===== config.mk =====
export PLATFORM = sky130hd
export DESIGN_NAME = parity_frame_acc
export DESIGN_NICKNAME = d
export VERILOG_FILES = /design/src/rtl/parity_pkg.sv /design/src/rtl/parity_word_reg.sv /design/src/rtl/parity_frame_acc.sv
export SDC_FILE = /design/constraint.sdc
export NUM_CORES = 1
export LEC_CHECK = 0
export ABC_AREA = 1
export CAP_MARGIN = 20
export CORE_ASPECT_RATIO = 1.1
export CORE_MARGIN = 2
export CORE_UTILIZATION = 40
export CTS_BUF_LIST = sky130_fd_sc_hd__clkbuf_8
export CTS_CLUSTER_DIAMETER = 80
export DETAILED_ROUTE_END_ITERATION = 8
export DONT_BUFFER_PORTS = 1
export MAX_ROUTING_LAYER = met4
export PLACE_DENSITY = 0.56
export SLEW_MARGIN = 20
export SYNTH_ARGS = -nofsm -noshare
export SYNTH_HDL_FRONTEND = slang
export SYNTH_HIERARCHICAL = 1
export SYNTH_SLANG_ARGS = --single-unit

===== constraint.sdc =====
create_clock -name clk -period 3.1 [get_ports clk]
set_input_delay 0.62 -clock clk [delete_from_list [all_inputs] [get_ports clk]]
set_output_delay 0.62 -clock clk [all_outputs]
set_load 0.02 [all_outputs]

===== src/rtl/parity_pkg.sv =====
// -----------------------------------------------------------------------------
// parity_pkg
// Shared definitions for the parity frame accumulator:
//   - state_t   : frame FSM encoding (IDLE / ACTIVE)
//   - MAX_WIDTH : widest word red_par accepts; callers zero-extend into it
//   - red_par   : XOR reduction (zero-extension does not change the result)
//   - cw_of     : width of a beat counter able to hold 0..frame_len
// -----------------------------------------------------------------------------
package parity_pkg;

   localparam int MAX_WIDTH = 256;

   typedef enum logic [0:0] {
      IDLE   = 1'b0,
      ACTIVE = 1'b1
   } state_t;

   // Odd-ones detector; leading zero padding is parity-neutral.
   function automatic logic red_par(input logic [MAX_WIDTH-1:0] data);
      return ^data;
   endfunction

   // The count reaches frame_len itself, hence the +1.
   function automatic int cw_of(input int frame_len);
      return $clog2(frame_len + 1);
   endfunction

endpackage


===== src/rtl/parity_word_reg.sv =====
// -----------------------------------------------------------------------------
// parity_word_reg
// Registered per-word parity. Each valid beat loads (^in_data) ^ INVERT.
// Idle cycles drop out_valid and leave out_parity unchanged.
// Ports:
//   clk        : rising-edge clock
//   rst_n      : asynchronous active-low reset
//   in_valid   : beat qualifier
//   in_data    : WIDTH-bit word
//   out_valid  : registered copy of in_valid
//   out_parity : registered word parity; held when no beat arrives
// -----------------------------------------------------------------------------
module parity_word_reg
   import parity_pkg::*;
#(
   parameter int WIDTH  = 3,
   parameter bit INVERT = 1'b1
) (
   input  logic             clk,
   input  logic             rst_n,
   input  logic             in_valid,
   input  logic [WIDTH-1:0] in_data,
   output logic             out_valid,
   output logic             out_parity
);

   logic w_par;
   logic r_valid;
   logic r_parity;

   assign w_par = red_par(MAX_WIDTH'(in_data)) ^ INVERT;

   // Word parity register: load on a beat, hold otherwise.
   always_ff @(posedge clk or negedge rst_n) begin
      if (!rst_n) begin
         r_valid  <= 1'b0;
         r_parity <= 1'b0;
      end else begin
         r_valid <= in_valid;
         if (in_valid) begin
            r_parity <= w_par;
         end else begin
            r_parity <= r_parity;
         end
      end
   end

   assign out_valid  = r_valid;
   assign out_parity = r_parity;

endmodule


===== src/rtl/parity_frame_acc.sv =====
// -----------------------------------------------------------------------------
// parity_frame_acc
// Per-word registered parity plus a frame accumulator. It collects the XOR of
// every beat in a frame. A frame closes on in_last or when its length reaches
// FRAME_LEN. On a close it emits a one-cycle frame_valid pulse together with
// the frame parity, the beat count and a truncation flag. These values hold
// until the next close.
// Ports:
//   clk, rst_n    : rising-edge clock, asynchronous active-low reset
//   clear         : synchronous frame abort (wins over a same-cycle beat)
//   in_valid      : beat qualifier; every beat is accepted
//   in_data       : WIDTH-bit word
//   in_last       : last beat of a frame (only meaningful with in_valid)
//   out_valid     : word parity valid, one cycle after the beat
//   out_parity    : word parity, held between beats
//   frame_valid   : one-cycle pulse when a frame closes
//   frame_parity  : frame parity (INVERT polarity), held between pulses
//   frame_count   : beats in the closed frame, held between pulses
//   frame_trunc   : frame closed by the length limit, held between pulses
// -----------------------------------------------------------------------------
module parity_frame_acc
   import parity_pkg::*;
#(
   parameter int WIDTH     = 3,
   parameter int FRAME_LEN = 8,
   parameter bit INVERT    = 1'b1
) (
   input  logic                            clk,
   input  logic                            rst_n,
   input  logic                            clear,
   input  logic                            in_valid,
   input  logic [WIDTH-1:0]                in_data,
   input  logic                            in_last,
   output logic                            out_valid,
   output logic                            out_parity,
   output logic                            frame_valid,
   output logic                            frame_parity,
   output logic [cw_of(FRAME_LEN)-1:0]     frame_count,
   output logic                            frame_trunc
);

   localparam int CW = cw_of(FRAME_LEN);

   // Frame state
   state_t          r_state;
   logic            r_acc;
   logic [CW-1:0]   r_cnt;
   logic            r_frame_valid;
   logic            r_frame_parity;
   logic [CW-1:0]   r_frame_count;
   logic            r_frame_trunc;

   // Combinational next values
   state_t          w_state_next;
   logic            w_acc_next;
   logic [CW-1:0]   w_cnt_next;
   logic            w_fv_next;
   logic            w_fp_next;
   logic [CW-1:0]   w_fc_next;
   logic            w_ft_next;

   logic            w_word_par;
   logic            w_acc_base;
   logic [CW-1:0]   w_cnt_base;
   logic            w_acc_beat;
   logic            w_at_limit;
   logic            w_close;

   parity_word_reg #(
      .WIDTH  (WIDTH),
      .INVERT (INVERT)
   ) u_word (
      .clk        (clk),
      .rst_n      (rst_n),
      .in_valid   (in_valid),
      .in_data    (in_data),
      .out_valid  (out_valid),
      .out_parity (out_parity)
   );

   // The accumulator always holds plain XOR; INVERT is applied only at the output.
   assign w_word_par = red_par(MAX_WIDTH'(in_data));

   // Frame FSM next-state and accumulator/result logic.
   always_comb begin
      w_state_next = r_state;
      w_acc_next   = r_acc;
      w_cnt_next   = r_cnt;
      w_fv_next    = 1'b0;
      w_fp_next    = r_frame_parity;
      w_fc_next    = r_frame_count;
      w_ft_next    = r_frame_trunc;

      // In IDLE no frame is open, so the running values are zero by
      // definition. Forcing them here keeps IDLE frames clean.
      case (r_state)
         IDLE: begin
            w_acc_base = 1'b0;
            w_cnt_base = {CW{1'b0}};
         end
         ACTIVE: begin
            w_acc_base = r_acc;
            w_cnt_base = r_cnt;
         end
         default: begin
            w_acc_base = 1'b0;
            w_cnt_base = {CW{1'b0}};
         end
      endcase

      w_acc_beat = w_acc_base ^ w_word_par;
      w_at_limit = (w_cnt_base == CW'(FRAME_LEN - 1));
      w_close    = in_valid & (in_last | w_at_limit);

      if (clear) begin
         // Abort: the same-cycle beat is dropped and no pulse is produced.
         w_state_next = IDLE;
         w_acc_next   = 1'b0;
         w_cnt_next   = {CW{1'b0}};
      end else if (w_close) begin
         w_state_next = IDLE;
         w_acc_next   = 1'b0;
         w_cnt_next   = {CW{1'b0}};
         w_fv_next    = 1'b1;
         w_fp_next    = w_acc_beat ^ INVERT;
         w_fc_next    = w_cnt_base + CW'(1);
         w_ft_next    = ~in_last;
      end else if (in_valid) begin
         // A non-closing beat can only happen when FRAME_LEN > 1.
         w_state_next = ACTIVE;
         w_acc_next   = w_acc_beat;
         w_cnt_next   = w_cnt_base + CW'(1);
      end else begin
         w_state_next = r_state;
         w_acc_next   = r_acc;
         w_cnt_next   = r_cnt;
      end
   end

   // Frame state and result registers.
   always_ff @(posedge clk or negedge rst_n) begin
      if (!rst_n) begin
         r_state        <= IDLE;
         r_acc          <= 1'b0;
         r_cnt          <= {CW{1'b0}};
         r_frame_valid  <= 1'b0;
         r_frame_parity <= 1'b0;
         r_frame_count  <= {CW{1'b0}};
         r_frame_trunc  <= 1'b0;
      end else begin
         r_state        <= w_state_next;
         r_acc          <= w_acc_next;
         r_cnt          <= w_cnt_next;
         r_frame_valid  <= w_fv_next;
         r_frame_parity <= w_fp_next;
         r_frame_count  <= w_fc_next;
         r_frame_trunc  <= w_ft_next;
      end
   end

   assign frame_valid  = r_frame_valid;
   assign frame_parity = r_frame_parity;
   assign frame_count  = r_frame_count;
   assign frame_trunc  = r_frame_trunc;

endmodule

==> out/qor.yml <==
logic_synthesis:
  synth_cells: 99
  yosys.area_share.adder_pct: 1.52
  ys_ff_latch: 15
  synth-edff-count: 0
  yosysWarningCount: 6
  muxShareOfSynthArea_pct: 0
  async_flop_share_pct: 100
  synth_area_um2: 823
  syn_avg_cell_area_um2: 8.32
  ys.flop_type: "dfrtp_1"
  yosysUniqueCellTypes: 19
  syn_nets: 108
  ys_seq_area_share_pct: 45.6
  synth-xor-area-share_pct: 2.13
  synth_compound_gate_area_share_pct: 8.97
  synth-simple-area-share_pct: 32.2
  synth_top_family_by_area: "simple AND/OR/NAND/NOR gates"
clock_tree:
  cts_setup_buffers: 0
  cts.htree.levels: 1
  clk_pin_slew_ns: 0.06
  cts_resized: 0
  cts_tree: "done"
  cts_hold_repair.buffers: 0
  clkSinkCount: 15
  clk-insertion-delay-late_ns: 0.25
  cts_buffer_depth: 2
  cts_root_buf: "clkbuf_8"
  cts_buffers: 3
pwr:
  irDropWorstVdd_mv: 0.188
  p_leak_nw: 0.487
  p_seq_share_pct: 54.9
  clkPwrFrac_pct: 36.9
  internal_power_uw: 309
  p_comb_share_pct: 8.2
  switching_share_pct: 26.0
  p_total_uw: 418
  p_per_area_nw_per_um2: 468
  p_sw_uw: 109
placement:
  dpl_cell_area_um2: 847
  place_worst_setup_slack_ns: 1.54
  gp_congestion: 0.731
  dp.cells: 126
  io_buffers: 0
  post-dp-hpwl_mm: 1.07
worst_setup_path:
  startpoint_type: "register"
  endpoint_kind: "register"
  critical_path_required_ns: 3.23
  arrival_ns: 1.69
  path_class: "reg2reg"
  crit_fanout: 10
  r2r_slack_ns: 1.54
sta:
  worst_pin_slew_ns: 0.294
  fmax_ghz: 0.642
  rsz0062_at_grt: "false"
  final_hold_viol_count: 0
  slew_headroom_pct: 80.4
  worst_clock_skew_ns: 0.000334
  period_share_pct: 50.3
  timing.hold.ws_ns: 0.0613
  final-max-slew-violation-count: 0
  setup_tns_ns: 0
  setup_slack_ns: 1.54
  setup_viol_count_final: 0
  finalCriticalPeriod_ns: 1.56
layout:
  antenna_cells: 0
  multi_input_area_um2: 369
  drive_gt1_share_pct: 14.7
  area_growth_pct: 8.36
  final_area_um2: 892
  final_common_cell: "nand2_1"
  layout.cells.non_filler: 130
  area.sequential_um2: 375
  layout_common_cells: "40 x nand2_1, 19 x inv_1, 15 x dfrtp_1, 5 x nand3_1, 4 x o21ai_2"
  fillerInstances: 193
  final_util_pct: 45.1
  finalNetCount: 112
route:
  firstDrtPassIters: 4
  antenna_left: 0
  wirelength_mm: 1.37
  wl_per_cell_um: 10.5
  num_vias: 591
  drtIter0Drc: 11
  routed_via_density: 4.55
  drc: 0
grt:
  grt.total_usage_pct: 14.4
  grt_util_met3_pct: 2.08
  grt_max_degree: 16
  grt_pass1_vias: 570
  grt.overflow.total: 0
  met1_usage_pct: 14.8
  busiest_layer: "met2"
  antenna_found_initial: 0
  grt_pass1_wl_mm: 2.29
  use_met2_pct: 22.1
floorplan:
  dieHeight_um: 51.6
  rows: 17
  initial_core_util_pct: 41.6
  dieArea_um2: 2440
  die-width_um: 47.3
  fp.coreArea_um2: 1980
  ioPinCount: 17
min_path:
  hold_class: "in2async"
run_status:
  status: "finished clean"
run:
  cap_violations: 0
[synth_stat cells (2+ instances only)]
| library cell | n | area share [%] |
|---|---|---|
| dfrtp_1 | 15 | 46 |
| nand2_4 | 2 | 2.7 |
| o21ai_2 | 4 | 4.3 |
| nand3_1 | 5 | 3.0 |
| o21ai_1 | 3 | 1.8 |
| inv_1 | 18 | 8.2 |
| nand2_1 | 40 | 18 |
[metal layers]
| metal | part of all wire [%] | wire length (um) | vias up |
|---|---|---|---|
| li1 | - | - | 302 |
| met3 | 5.9 | 80 | 5 |
| met5 | 0 | 0 | - |
| met4 | 5.1 | 69 | 0 |
| met1 | 40 | 548 | 263 |
| met2 | 49 | 668 | 21 |
[area by class of cell]
type | count | share of cell area [%]
Sequential cell | 15 | 42.1
Multi-Input combinational cell | 65 | 41.4
Inverter | 18 | 7.57
Clock buffer | 3 | 4.63
Tap cell | 28 | 3.93
Clock inverter | 1 | 0.421
[worst paths after layout]
path,from,to,cells after the start
min reg2reg,r_cnt[1],r_cnt[1],2
max,r_state,frame_count[2],8
min in group clk,in_valid,u_word/out_valid,0
max reg2reg,r_state,frame_count[2],8
max in group asynchronous,rst_n,frame_count[3],0
min,rst_n,frame_trunc,0
[worst max-delay path, cell delays in order, from the launching register on]
cell and delay [ns]:
dfrtp_1 0.51, nand2_1 0.08, inv_1 0.12, ha_1 0.24
nand4_4 0.16, nand2_4 0.10, nand2_4 0.09, nand2_1 0.08
o21ai_2 0.05
[sequential cells by signal, summed over array words and instances (netlist names)]
signal,count
r_acc,1
frame_parity,1
u_word/out_parity,1
frame_count,4
u_word/out_valid,1
r_cnt,4
frame_valid,1
frame_trunc,1
r_state,1
[power groups by stage]
stage,sequential (mW),combinational (mW),clock (mW)
final,0.229,0.0343,0.154
after global routing,0.231,0.0394,0.169
after CTS,0.230,0.0352,0.161
after detailed placement,0.233,0.0349,0
after global placement,0.233,0.0345,0
after floorplan,0.229,0.0333,0
[cells by family (layout without fill, tap and decap cells)]
logic type                 count (synthesis)  count (layout)
AOI/OAI and AO/OA                          9               9
xor gates and xnor gates                   2               2
DFF                                       15              15
adders and majority gates                  1               1
buffers and inverters                     19              22
and+or+nand+nor                           53              53
No activity file was read; power rests on OpenSTA's default activity.
